**src/rtl/eth_ber_stats_accum.sv**
```systemverilog
// Per-frame and cumulative bit-error statistics from a PRBS checker word stream.
// Outputs update one cycle after the EOF word; no backpressure, every valid word is consumed.
module eth_ber_stats_accum #(
   parameter int MAX_WORD_BITS = 64
) (
   input  logic        hb0_gtwiz_userclk_tx_usrclk2_int,
   input  logic        hb0_gtwiz_reset_all_n_int,
   input  logic        chk_valid,
   input  logic        chk_sof,
   input  logic        chk_eof,
   input  logic [6:0]  chk_err_cnt,
   input  logic [6:0]  chk_bit_cnt,
   input  logic        error_accumulator_clear,
   output logic [31:0] num_frames_recvd,
   output logic [31:0] num_errors_this_fr,
   output logic [31:0] total_bits_this_fr,
   output logic [63:0] accumulated_error,
   output logic [63:0] total_bits_accumulated,
   output logic [15:0] frames_aborted,
   output logic        stats_update
);

   localparam logic [6:0] MAX_BITS = (MAX_WORD_BITS > 127) ? 7'd127 : 7'(MAX_WORD_BITS);

   typedef enum logic {IDLE, IN_FRAME} state_t;

   state_t      state_q, state_d;
   logic [31:0] sum_err_q, sum_err_d, sum_bits_q, sum_bits_d;
   logic [31:0] frames_q, frames_d, fr_err_q, fr_err_d, fr_bits_q, fr_bits_d;
   logic [63:0] acc_err_q, acc_err_d, acc_bits_q, acc_bits_d;
   logic [15:0] aborted_q, aborted_d;
   logic        upd_q, upd_d;

   logic [6:0]  bits_w, errs_w;
   logic [31:0] new_err_w, new_bits_w;
   logic        take_w;

   function automatic logic [31:0] sat_add32(input logic [31:0] a, input logic [31:0] b);
      logic [32:0] s;
      s = {1'b0, a} + {1'b0, b};
      return s[32] ? 32'hFFFF_FFFF : s[31:0];
   endfunction

   function automatic logic [63:0] sat_add64(input logic [63:0] a, input logic [63:0] b);
      logic [64:0] s;
      s = {1'b0, a} + {1'b0, b};
      return s[64] ? 64'hFFFF_FFFF_FFFF_FFFF : s[63:0];
   endfunction

   // Errors can never exceed the bits they were counted over.
   always_comb begin
      bits_w = (chk_bit_cnt > MAX_BITS) ? MAX_BITS : chk_bit_cnt;
      errs_w = (chk_err_cnt > bits_w) ? bits_w : chk_err_cnt;
   end

   always_ff @(posedge hb0_gtwiz_userclk_tx_usrclk2_int or negedge hb0_gtwiz_reset_all_n_int) begin
      if (!hb0_gtwiz_reset_all_n_int) state_q <= IDLE;
      else                            state_q <= state_d;
   end

   always_comb begin
      state_d = state_q;
      if (error_accumulator_clear) begin
         state_d = IDLE;
      end else if (chk_valid) begin
         case (state_q)
            IDLE:     if (chk_sof && !chk_eof) state_d = IN_FRAME;
            IN_FRAME: if (chk_eof)             state_d = IDLE;
            default:                           state_d = IDLE;
         endcase
      end
   end

   // A word belongs to a frame if it opens one or arrives while one is open.
   always_comb begin
      sum_err_d  = sum_err_q;
      sum_bits_d = sum_bits_q;
      frames_d   = frames_q;
      fr_err_d   = fr_err_q;
      fr_bits_d  = fr_bits_q;
      acc_err_d  = acc_err_q;
      acc_bits_d = acc_bits_q;
      aborted_d  = aborted_q;
      upd_d      = 1'b0;
      take_w     = chk_valid && (chk_sof || state_q == IN_FRAME);
      new_err_w  = chk_sof ? {25'd0, errs_w} : sat_add32(sum_err_q, {25'd0, errs_w});
      new_bits_w = chk_sof ? {25'd0, bits_w} : sat_add32(sum_bits_q, {25'd0, bits_w});
      if (error_accumulator_clear) begin
         sum_err_d  = '0;
         sum_bits_d = '0;
         frames_d   = '0;
         fr_err_d   = '0;
         fr_bits_d  = '0;
         acc_err_d  = '0;
         acc_bits_d = '0;
         aborted_d  = '0;
      end else if (take_w) begin
         if (chk_sof && state_q == IN_FRAME && aborted_q != 16'hFFFF)
            aborted_d = aborted_q + 16'd1;
         if (chk_eof) begin
            sum_err_d  = '0;
            sum_bits_d = '0;
            fr_err_d   = new_err_w;
            fr_bits_d  = new_bits_w;
            frames_d   = sat_add32(frames_q, 32'd1);
            acc_err_d  = sat_add64(acc_err_q, {32'd0, new_err_w});
            acc_bits_d = sat_add64(acc_bits_q, {32'd0, new_bits_w});
            upd_d      = 1'b1;
         end else begin
            sum_err_d  = new_err_w;
            sum_bits_d = new_bits_w;
         end
      end
   end

   always_ff @(posedge hb0_gtwiz_userclk_tx_usrclk2_int or negedge hb0_gtwiz_reset_all_n_int) begin
      if (!hb0_gtwiz_reset_all_n_int) begin
         sum_err_q  <= '0;
         sum_bits_q <= '0;
         frames_q   <= '0;
         fr_err_q   <= '0;
         fr_bits_q  <= '0;
         acc_err_q  <= '0;
         acc_bits_q <= '0;
         aborted_q  <= '0;
         upd_q      <= 1'b0;
      end else begin
         sum_err_q  <= sum_err_d;
         sum_bits_q <= sum_bits_d;
         frames_q   <= frames_d;
         fr_err_q   <= fr_err_d;
         fr_bits_q  <= fr_bits_d;
         acc_err_q  <= acc_err_d;
         acc_bits_q <= acc_bits_d;
         aborted_q  <= aborted_d;
         upd_q      <= upd_d;
      end
   end

   assign num_frames_recvd       = frames_q;
   assign num_errors_this_fr     = fr_err_q;
   assign total_bits_this_fr     = fr_bits_q;
   assign accumulated_error      = acc_err_q;
   assign total_bits_accumulated = acc_bits_q;
   assign frames_aborted         = aborted_q;
   assign stats_update           = upd_q;

endmodule

```
**config.mk**
```make
export PLATFORM = sky130hd
export DESIGN_NAME = eth_ber_stats_accum
export DESIGN_NICKNAME = d
export VERILOG_FILES = /design/src/rtl/eth_ber_stats_accum.sv
export SDC_FILE = /design/constraint.sdc
export NUM_CORES = 1
export LEC_CHECK = 0
export BUFFER_PORTS_ARGS = -buffer_cell sky130_fd_sc_hd__buf_4
export CORE_MARGIN = 1.5
export CORE_UTILIZATION = 61
export DETAILED_ROUTE_END_ITERATION = 8
export GPL_TIMING_DRIVEN = 1
export PLACE_DENSITY_LB_ADDON = 0.15
export SLEW_MARGIN = 40
export SYNTH_ARGS = -nofsm -noshare
export SYNTH_HDL_FRONTEND = slang
export SYNTH_SLANG_ARGS = --single-unit
```
**constraint.sdc**
```tcl
create_clock -name hb0_gtwiz_userclk_tx_usrclk2_int -period 8.6 [get_ports hb0_gtwiz_userclk_tx_usrclk2_int]
set_input_delay 0.86 -clock hb0_gtwiz_userclk_tx_usrclk2_int [delete_from_list [all_inputs] [get_ports hb0_gtwiz_userclk_tx_usrclk2_int]]
set_output_delay 0.86 -clock hb0_gtwiz_userclk_tx_usrclk2_int [all_outputs]
set_load 0.05 [all_outputs]
```
# Yosys cells after proc, flatten, opt, wreduce, memory -nomap -nowiden
# Cells that the tools add are included.
# Widths: inputs -> output; s select.
[totals]
latchBits = 0
mem_count = 0
register_bits = 306
in_bits = 20
wordCells = 73
out_inout_bits = 241
ram_bits = 0
romBits = 0
[classes]
mux = 41
div = 0
reduce_logical = 12
n_shift = 0
bitwise_logic = 1
n_lt_le_gt_ge = 2
multipliers = 0
add_sub_neg = 6
n_eq_ne = 1
[op_table]
columns = ["op", "n"]
rows = [
  ["$mux 32", 20],
  ["$mux 64", 8],
  ["$add 64x32->65", 2],
  ["$add 32x7->33", 2],
  ["$mux 16", 3],
  ["$add 32x1->33 const B", 1],
  ["$add 16x1->16 const B", 1],
  ["$ne 16x16->1 const B", 1],
  ["$mux 7", 2],
  ["$reduce_bool 2->1", 4],
  ["$gt 7x7->1", 1],
  ["$gt 7x7->1 const B", 1],
  ["$mux 1", 7],
  ["$logic_and 1x1->1", 4],
  ["$reduce_and 2->1", 2],
  ["$pmux 1 s2", 1],
  ["$logic_not 1->1", 1],
  ["$logic_or 1x1->1", 1],
  ["$not 1->1", 1],
]

# Longest topological paths before layout
# Gate-level depths: netlist of the first run.
[depth]
depth_word = 12
ltp_mapped = 32
depth_no_buf = 30

# Worst setup path before layout of the first run
# No wires, ideal clock.
[synth_timing]
path_type = "in2reg"
startpoint = "input chk_bit_cnt[6]"
endpoint = "register acc_err_q[33], in the netlist accumulated_error[33]"
stages = 31
required_ns = 8.442
path_buffers = 3
arrival_time_ns = 7.328
setup_ns = 0.158
setup_slack_ns = 1.114
path_cell_list = "inv_1 > nand2_1 > ha_1 > a21o_1 > a21oi_1 > nor2b_1 > o31ai_1 > mux2_2 > ha_1 > inv_1 > fa_1 > nor2b_1 > o21a_1 > o21ai_0 > a211oi_1 > and4_1 > buf_2 > nor2_1 > a22oi_1 > ha_1 > clkbuf_1 > a211oi_1 > o21bai_1 > o21a_1 > a2111oi_0 > o21ai_1 > a21oi_1 > clkbuf_1 > o21ai_0 > a21oi_1 > a211oi_1"
[synth_via]
elab_chain_cells = 12
[synth_lines]
columns = ["element", "line", "text"]
rows = [
  ["start, declared", "12", "input logic [6:0] chk_bit_cnt,"],
  ["$gt 7x7->1", "52", "bits_w = (chk_bit_cnt > MAX_BITS) ? MAX_BITS : chk_bit_cnt;"],
  ["$mux 7 (*)", "52", ""],
  ["$gt 7x7->1", "53", "errs_w = (chk_err_cnt > bits_w) ? bits_w : chk_err_cnt;"],
  ["$mux 7 (*)", "53", ""],
  ["$add 32x7->33", "40", "s = {1'b0, a} + {1'b0, b};"],
  ["$mux 32", "41", "return s[32] ? 32'hFFFF_FFFF : s[31:0];"],
  ["$mux 32 (*)", "86", "new_err_w = chk_sof ? {25'd0, errs_w} : sat_add32(sum_err_q, {25'd0, errs_w});"],
  ["$add 64x32->65 (*)", "46", "s = {1'b0, a} + {1'b0, b};"],
  ["$mux 64 (*)", "47", "return s[64] ? 64'hFFFF_FFFF_FFFF_FFFF : s[63:0];"],
  ["$mux 64 (*)", "100", "if (chk_eof) begin"],
  ["$mux 64 (*)", "97", "end else if (take_w) begin"],
  ["$mux 64 (*)", "88", "if (error_accumulator_clear) begin"],
  ["end signal, assigned", "133", "acc_err_q <= acc_err_d;"],
  ["end, declared", "30", "logic [63:0] acc_err_q, acc_err_d, acc_bits_q, acc_bits_d;"],
]
# Mark *: on every way between the ends. The rest lies on a longest branch, timed or not. The select of a mux whose other input is x is not followed.
# A chain may end at the register's enable or synchronous reset.

# Final worst setup path of the first run
[layout_timing]
startpoint = "input chk_bit_cnt[6]"
endpoint = "register acc_err_q[34], in the netlist accumulated_error[34]"
# Same word-level chain as after synthesis.

==> impl_metrics.tcl, run 1 <==
set metrics [dict create \
    outcome "finished, final reports clean" \
    netlist_instances 2337 \
    initial_utilization 0.622 \
    synth_area_leaders "dfrtp_1 (39%), o21ai_0 (5.9%), ha_1 (5.5%)" \
    portBuffers 260 \
    crit_arrival_ns 8.34 \
    relSlewSlack 0.429 \
    synth-main-ff-cell "dfrtp_1" \
    insertion_delay_ns 0.55 \
    clock-sinks 306 \
    io_pins 261 \
    cts_buffers 37 \
    cts_tree "built" \
    synth_common_cells "dfrtp_1 (306), nand2_1 (250), o21ai_0 (232), a21oi_1 (208), nor2_1 (197)" \
    die_x_um 183 \
    ys_async_sr_fraction 1.00 \
    rows 65 \
    cp_slowest_cell "and4_1" \
    nets 2656 \
    critPathMaxStageDelay_ns 0.50 \
    ys_warn_count 0 \
    grt_use_met2 0.569 \
    ys_ff_latch 306 \
    antenna_left 0 \
    area_delta_synth_final_pct 19.3 \
    postCtsSetupBuffers 0 \
    grt.busiest_layer "met2" \
    cts_hold_buffers 0 \
    use_met1 0.513 \
    yosysSeqAreaShare 0.389 \
    grt_pass1_wl_um 99300 \
    hold_viol_final 0 \
    crit_type "in -> reg" \
    wirelength_um 62600 \
    htreeDepth 2 \
    drive_gt1_frac 0.157 \
    fin_worst_skew_ns 0.0270 \
    synth_top_area_share 0.389 \
    final.period_utilization 0.918 \
    yosysUniqueCellTypes 77 \
    max-clock-path-buffers 3 \
    synth_area_um2 19700 \
    worst_pin_slew_ns 0.856 \
    cp_max_fo 11 \
    slew_viol_final 0 \
    vias 19652 \
    grt_max_degree 84 \
    use_met3 0.0812 \
    max_freq_mhz 127 \
    place_congestion 0.958 \
    vdd_drop_max_mv 0.149 \
    cap_violations 0 \
    leakage_uw 0.0106 \
    dieArea_um2 33300 \
    remaining_drc_errors 0 \
    crit_required_ns 9.05 \
    cts_resized 0 \
    track_usage 0.371 \
    hpwlAfterDp_um 44000 \
    yosysTopAreaCell "dfrtp_1" \
    first_iter_violations 1905 \
    start_kind "input port" \
    final_util 0.741 \
    grt_remaining_overflow 0 \
    hp-class "in -> async" \
    rsz0062_at_grt "no" \
    wire_per_inst_um 21.0 \
    clkTransAtPathRegs_ns 0.06 \
    crit_path_end_kind "flip-flop" \
    post-synth-top-count-cell "dfrtp_1" \
    die_h_um 183 \
    grt_pass1_vias 18499 \
    antenna_found_initial 1 \
    place_inst 2907 \
    synth_edf_count 0 \
    finalSetupViolCount 0 \
    cts-root-buf "clkbuf_16" \
    post-route-min-period_ns 7.89 \
    core_area_um2 31600 \
    instances_no_fill 2975 \
    first_pass_iters 6 \
    syn_area_per_cell_um2 8.41 \
    vias_per_cell 6.61 \
    syn-num-nets 2448 \
    power_density_nw_per_um2 157 \
    setup_tns_ns 0 \
]
-- per-layer routing --
metal,share of wire,routed length [µm]
met5,0,0
met4,0.038,2400
met3,0.095,5950
met2,0.44,27700
met1,0.42,26500
-- placed cells by master (no fill, tap or decap), types with 13 or more instances in the layout --
| cell type | instances |
|---|---|
| a21oi_1 | 208 |
| ha_1 | 87 |
| nand3_1 | 86 |
| o22ai_1 | 13 |
| o21a_1 | 20 |
| inv_1 | 67 |
| o21bai_1 | 15 |
| or3_1 | 18 |
| a211oi_1 | 32 |
| xor2_1 | 41 |
| and4_1 | 19 |
| buf_4 | 284 |
| a22o_1 | 47 |
| a21o_1 | 40 |
| clkbuf_16 | 39 |
| dfrtp_1 | 306 |
| o31ai_1 | 13 |
| and2_1 | 19 |
| nand2_1 | 247 |
| and3_1 | 54 |
| a31oi_1 | 63 |
| nor2_1 | 193 |
| nand4_1 | 36 |
| mux2i_1 | 23 |
| nor3_1 | 72 |
| a311oi_1 | 15 |
| nor4_1 | 18 |
| xnor2_1 | 73 |
| o21ai_0 | 232 |
| o211ai_1 | 14 |
-- area by class of cell --
class / instances / area, µm²
multi-input combinational: 1839 / 11400
fill: 2375 / 8180
sequential: 306 / 7660
timing repair buffer: 293 / 2290
clock buffer: 49 / 1080
tap: 402 / 503
clock inverter: 17 / 309
inverter: 68 / 255
antenna: 1 / 2.50
-- worst max-delay path: cells and delay by family --
kind	cells	cell delay [ns]
buf+inv	5	0.74
mux	1	0.35
simple gates	10	2.46
fa+ha+maj	4	1.34
compound gates	11	2.57
-- logic make-up (layout without fill, tap and decap cells) --
group | Yosys count | count (layout) | share of synthesized area
compound gates | 781 | 781 | 0.248
buf+inv | 192 | 427 | 0.0368
other cells | 0 | 1 | 0
simple gates | 826 | 826 | 0.202
flops | 306 | 306 | 0.389
fa+ha+maj | 91 | 91 | 0.0594
xor+xnor | 114 | 114 | 0.0508
mux | 27 | 27 | 0.0140
-- worst paths after layout --
kind | start | endpoint | slack, ns | cells past startpoint
max in group asynchronous | hb0_gtwiz_reset_all_n_int | accumulated_error[57] | 7.09 | 4
min in group hb0_gtwiz_userclk_tx_usrclk2_int | num_errors_this_fr[22] | num_errors_this_fr[22] | 0.47 | 2
min reg2reg | num_errors_this_fr[22] | num_errors_this_fr[22] | 0.47 | 2
min | hb0_gtwiz_reset_all_n_int | total_bits_this_fr[15] | 0.22 | 1
max reg2reg | sum_bits_q[0] | total_bits_accumulated[43] | 2.01 | 22
max | chk_bit_cnt[6] | accumulated_error[34] | 0.71 | 31
-- power breakdown --
group	total [µW]	internal [µW]	switching, µW
Sequential	1490	1460	25.4
Clock	1780	1130	650
Combinational	416	126	290
-- sequential cells by signal, summed over array words and instances, names as in the netlist --
register	flops
total_bits_accumulated	64
sum_bits_q	32
stats_update	1
frames_aborted	16
total_bits_this_fr	32
sum_err_q	32
state_q	1
num_errors_this_fr	32
num_frames_recvd	32
accumulated_error	64
-- through the flow --
step / hold slack, ns / cell area (µm²) / power, µW / setup WS [ns]
2_1_floorplan: 0.456 / 19700 / 1770 / 1.11
3_3_place_gp: 0.462 / 21900 / 1910 / 0.686
3_5_place_dp: 0.467 / 22000 / 1920 / 0.318
4_1_cts: 0.220 / 23400 / 3690 / 0.861
5_1_grt: 0.223 / 23500 / 3780 / 0.143
6_report: 0.215 / 23500 / 3680 / 0.707
Note: power is estimated with default switching activity, not from simulation.
==> run 2: changes to the inputs <==
- CORE_UTILIZATION: 61 -> 53
- CTS_CLUSTER_SIZE: unset -> 14
- SETUP_SLACK_MARGIN: unset -> 0.2
- clock period: 8.6 -> 6.87 ns (I/O delays scaled with it)
==> run 2 against run 1 <==
Register-to-register slack worse by 1.0 ns. Combinational power rose by 35%. Sequential share of layout area down 1.6 points. Wire length is 4.9% higher. Die area rose by 15%. Clock power is 25% higher. Clock skew is 0.0070 ns lower. Total power up 26%. Worst setup slack got worse by 0.076 ns. Critical path type unchanged. Largest power group unchanged.
==> impl_metrics.tcl, run 2 (synthesized netlist as in run 1, its figures left out) <==
set metrics [dict create \
    sw_frac_of_total 0.263 \
    cp_slowest_cell "a21oi_1" \
    hpwlAfterDp_um 47200 \
    wire_per_inst_um 20.7 \
    vias 19871 \
    p_sw_uw 1220 \
    die_h_um 196 \
    place_congestion 0.943 \
    leakage_uw 0.0113 \
    clock-sinks 306 \
    grt_pass1_wl_um 104000 \
    crit_path_end_kind "flip-flop" \
    cts_buffers 38 \
    regArea_um2 7660 \
    remaining_drc_errors 0 \
    grt_pass1_vias 18717 \
    grt.busiest_layer "met2" \
    hp-class "in -> async" \
    vias_per_cell 6.26 \
    outcome "finished, final reports clean" \
    setup_ws_ns 0.631 \
    final_common_cell "buf_4" \
    antenna_left 0 \
    area_delta_synth_final_pct 25.3 \
    dp_slack_ns -0.0702 \
    rows 70 \
    crit_type "in -> reg" \
    nets 2790 \
    post-route-min-period_ns 6.24 \
    seqPwrFrac 0.401 \
    track_usage 0.339 \
    core_area_um2 36500 \
    use_met1 0.486 \
    holdWs_ns 0.109 \
    p_clk_frac 0.478 \
    crit_top_cell "buf_4" \
    max-clock-path-buffers 3 \
    worst_pin_slew_ns 0.759 \
    use_met3 0.0620 \
    cp_max_fo 7 \
    antenna_found_initial 0 \
    critical_path_buf_inv_count 8 \
    final.period_utilization 0.908 \
    initial_utilization 0.538 \
    max_freq_mhz 160 \
    multi_input_area_um2 11500 \
    cap_violations 0 \
    place_inst 3105 \
    rsz0062_at_grt "no" \
    critical_path.top_delay_family "compound AO/OA/AOI/OAI gates" \
    drive_gt1_frac 0.205 \
    critPathMaxStageDelay_ns 0.42 \
    instances_no_fill 3176 \
    htreeDepth 2 \
    vdd_drop_max_mv 0.248 \
    wirelength_um 65600 \
    crit_required_ns 7.27 \
    clkTransAtPathRegs_ns 0.06 \
    first_pass_iters 5 \
    insertion_delay_ns 0.56 \
    dieArea_um2 38300 \
    relSlewSlack 0.493 \
    finalSetupViolCount 0 \
    fillers 3052 \
    portBuffers 260 \
    cts_tree "built" \
    io_pins 261 \
    slew_viol_final 0 \
    start_kind "input port" \
    grt_use_met2 0.522 \
    final_util 0.675 \
    grt_remaining_overflow 0 \
    cts_hold_buffers 0 \
    n_antenna_cell 0 \
    combPwrFrac 0.121 \
    first_iter_violations 1747 \
    crit_arrival_ns 6.64 \
    power_density_nw_per_um2 189 \
    die_x_um 196 \
    grt_max_degree 84 \
    cts-root-buf "clkbuf_16" \
    hold_viol_final 0 \
    final_cell_mix "buf_4 (419), dfrtp_1 (306), nand2_1 (247)" \
    intPower_uw 3430 \
    fin_worst_skew_ns 0.0200 \
]
run 2: cell count changes in the layout (fill, tap and decap cells not counted), moves of 3 or more:
cell and delta:
a211oi_1 -3, a211oi_2 +3, a21oi_1 -4, a21oi_2 +3, buf_4 +135, clkbuf_1 +5, inv_6 -4, nor3_1 -3
nor3_2 +3, o21ai_0 -4, o21ai_1 +3
run 2: final timing paths:
| kind | start | end | slack (ns) | cells after the start |
|---|---|---|---|---|
| worst max-delay path | chk_bit_cnt[6] | accumulated_error[58] | 0.63 | 32 |
| max in group asynchronous | hb0_gtwiz_reset_all_n_int | sum_err_q[12] | 5.47 | 3 |
| worst max register to register | sum_bits_q[0] | total_bits_accumulated[35] | 1.01 | 23 |
| worst min-delay path | hb0_gtwiz_reset_all_n_int | total_bits_this_fr[16] | 0.11 | 1 |
| min in group hb0_gtwiz_userclk_tx_usrclk2_int | chk_valid | state_q | 0.43 | 4 |
| worst min register to register | num_errors_this_fr[28] | num_errors_this_fr[28] | 0.47 | 2 |
run 2: worst reg2reg max path, stage by stage, from the launching register on:
cell and delay, ns:
dfrtp_1 0.37, ha_1 0.18, inv_1 0.06, fa_1 0.40, nor2b_1 0.12, o21ai_0 0.11
a21boi_0 0.27, o21a_1 0.19, o21a_1 0.37, o21ai_0 0.18, nor3_1 0.39, mux2i_1 0.43
buf_4 0.18, nor2_1 0.06, ha_1 0.32, and2_1 0.17, and3_1 0.19, a221oi_1 0.32
o21ai_0 0.30, o2111ai_2 0.28, buf_4 0.38, o21ai_0 0.19, a21oi_1 0.19, a311oi_1 0.07
run 2: metrics by stage:
step	total power (µW)	setup TNS (ns)	instance area [µm²]
finish	4650	0	24600
global route	4790	0	24600
CTS	4670	0	24500
detailed placement	2450	-0.366	23100
global placement	2430	0	23000
floorplan	2220	0	19700
run 2: what timing repair did:
action                     CTS  global route
gates resized for setup      0            29
setup endpoints to repair    0            55
setup buffers                0             2
run 2: layout make-up:
| type | instances | share of cell area |
|---|---|---|
| flip-flops and latches | 306 | 0.311 |
| repair buffers | 426 | 0.133 |
| clock buffers | 58 | 0.0479 |
| multi-input cells | 1839 | 0.466 |
| inverters | 68 | 0.0104 |
| clock inverters | 11 | 0.00868 |
| well taps | 468 | 0.0238 |
run 2: metal layers:
metal	share of wire	wire, µm	vias to the layer above
met5	0	0	-
met4	0.026	1710	0
met3	0.085	5590	105
met2	0.45	29400	827
met1	0.44	28900	9670
li1	-	-	9269
run 2: power by group through the flow:
stage,clock (µW),combinational [µW],sequential (µW)
finish,2230,562,1860
global route,2320,607,1860
CTS,2260,554,1860
detailed placement,0,552,1890
global placement,0,539,1890
floorplan,0,250,1970
==> run 3: changes to the inputs <==
- CELL_PAD_IN_SITES_DETAIL_PLACEMENT: unset -> 0
- CELL_PAD_IN_SITES_GLOBAL_PLACEMENT: unset -> 2
- CORE_UTILIZATION: 53 -> 35
- clock period: 6.87 -> 6.1 ns (I/O delays scaled with it)
==> run 3 against run 2 <==
Wire length up 19%. Clock power is 18% higher. Die area up 51%. Worst setup slack got worse by 0.48 ns. Critical path depth unchanged. Largest cell class unchanged.
==> impl_metrics.tcl, run 3 (synthesized netlist as in run 1, its figures left out) <==
set metrics [dict create \
    regArea_um2 7660 \
    antenna_left 0 \
    vias 20440 \
    die_h_um 240 \
    nets 3029 \
    core_area_um2 55300 \
    grt_pass1_vias 20115 \
    setup_tns_ns 0 \
    portBuffers 260 \
    place_inst 3595 \
    first_iter_violations 1296 \
    rows 86 \
    crit_path_end_kind "flip-flop" \
    first_pass_iters 7 \
    hp-class "in -> reg" \
    max-clock-path-buffers 3 \
    multi_input_area_um2 12400 \
    io_pins 261 \
    track_usage 0.265 \
    leakage_uw 0.0128 \
    finalSetupViolCount 0 \
    final_common_cell "buf_4" \
    cts-root-buf "clkbuf_16" \
    fin_worst_skew_ns 0.0250 \
    vias_per_cell 5.53 \
    grt_max_degree 146 \
    worst_pin_slew_ns 0.875 \
    outcome "finished, final reports clean" \
    post-route-min-period_ns 5.95 \
    crit_arrival_ns 6.43 \
    final.period_utilization 0.976 \
    slew_viol_final 0 \
    power_density_nw_per_um2 197 \
    cts_tree "built" \
    wire_per_inst_um 21.1 \
    clock-sinks 306 \
    crit_type "in -> reg" \
    grt_remaining_overflow 0 \
    place_congestion 0.921 \
    cp_max_fo 6 \
    hold_viol_final 0 \
    remaining_drc_errors 0 \
    critPathMaxStageDelay_ns 0.40 \
    grt_pass1_wl_um 119000 \
    htreeDepth 2 \
    drive_gt1_frac 0.314 \
    vdd_drop_max_mv 0.208 \
    final_cell_mix "buf_4 (631), dfrtp_1 (306), nand2_1 (245)" \
    instances_no_fill 3697 \
    max_freq_mhz 168 \
    die_x_um 240 \
    area_delta_synth_final_pct 41.8 \
    insertion_delay_ns 0.57 \
    cap_violations 0 \
    start_kind "input port" \
    antenna_found_initial 1 \
    cts_buffers 41 \
    wirelength_um 77800 \
    rsz0062_at_grt "yes" \
    dieArea_um2 57600 \
    relSlewSlack 0.411 \
    clkTransAtPathRegs_ns 0.06 \
    cp_slowest_cell "fa_2" \
    hpwlAfterDp_um 56200 \
    fillers 5397 \
    crit_required_ns 6.58 \
    initial_utilization 0.356 \
]
-- run 3: changes by cell type in the layout (fill, tap and decap cells not counted), moves of 10 or more --
| cell | delta |
|---|---|
| buf_4 | +212 |
| o21ai_0 | -23 |
| a21oi_1 | -22 |
| a21oi_2 | +20 |
| buf_6 | +19 |
| nor3_1 | -18 |
| ha_1 | -16 |
| ha_4 | +13 |
| o21ai_2 | +12 |
| o21ai_1 | +11 |
| nor2_1 | -10 |
-- run 3: critical path: cells and delay by family --
kind,cells,cell delay (ns)
AND/OR/NAND/NOR,6,0.92
AO/OA/AOI/OAI,14,2.70
buffers and inverters,7,0.82
adder cells (fa/ha/maj),4,1.12
multiplexers,1,0.24
-- run 3: cell type report --
class / count / share of cell area
well taps: 748 / 0.0336
diodes: 1 / 0.0000897
clock buffers: 64 / 0.0457
clock inverters: 9 / 0.00624
repair buffers: 662 / 0.185
flip-flops and latches: 306 / 0.275
inverters: 68 / 0.00929
multi-input cells: 1839 / 0.445
-- run 3: through the flow --
step	utilization	power, µW	setup slack [ns]	instance area (µm²)	hold slack, ns
finish	0.504	5490	0.149	27900	0.348
global route	0.504	5700	-0.0839	27900	0.374
CTS	0.487	5520	0.134	26900	0.320
detailed placement	0.457	2850	-0.629	25300	0.472
global placement	0.456	2840	-0.450	25200	0.463
floorplan	-	2510	-0.0401	20000	0.314
-- run 3: power by group --
| part | leakage, µW | internal, µW | switching (µW) | total [µW] |
|---|---|---|---|---|
| sequential | 0.00424 | 2060 | 42.2 | 2100 |
| combinational | 0.00784 | 286 | 471 | 758 |
| clock | 0.000714 | 1640 | 986 | 2630 |
| total | 0.0128 | 3990 | 1500 | 5490 |
-- run 3: final timing paths --
kind,end,slack [ns],cells after the start,startpoint
max,accumulated_error[62],0.15,32,chk_bit_cnt[6]
min,state_q,0.35,4,chk_valid
max reg2reg,total_bits_accumulated[60],0.65,23,sum_bits_q[0]
min reg2reg,total_bits_this_fr[26],0.48,2,total_bits_this_fr[26]
max in group asynchronous,accumulated_error[34],4.34,4,hb0_gtwiz_reset_all_n_int
min in group asynchronous,sum_bits_q[15],0.54,2,hb0_gtwiz_reset_all_n_int
-- run 3: routing by layer --
metal  up-vias  share of wire  track usage
li1       9759              -            -
met1     10050           0.47        0.381
met5         -        0.00022            0
met4         2          0.019       0.0631
met2       552           0.45        0.412
met3        77          0.054       0.0447
-- run 3: what timing repair did --
action	in CTS	in global routing
endpoints found under the hold margin	32	0
hold buffers	1	0
buffers inserted	7	19
gates resized for setup	23	171
pin swaps	11	91
endpoints found under the setup margin	51	127
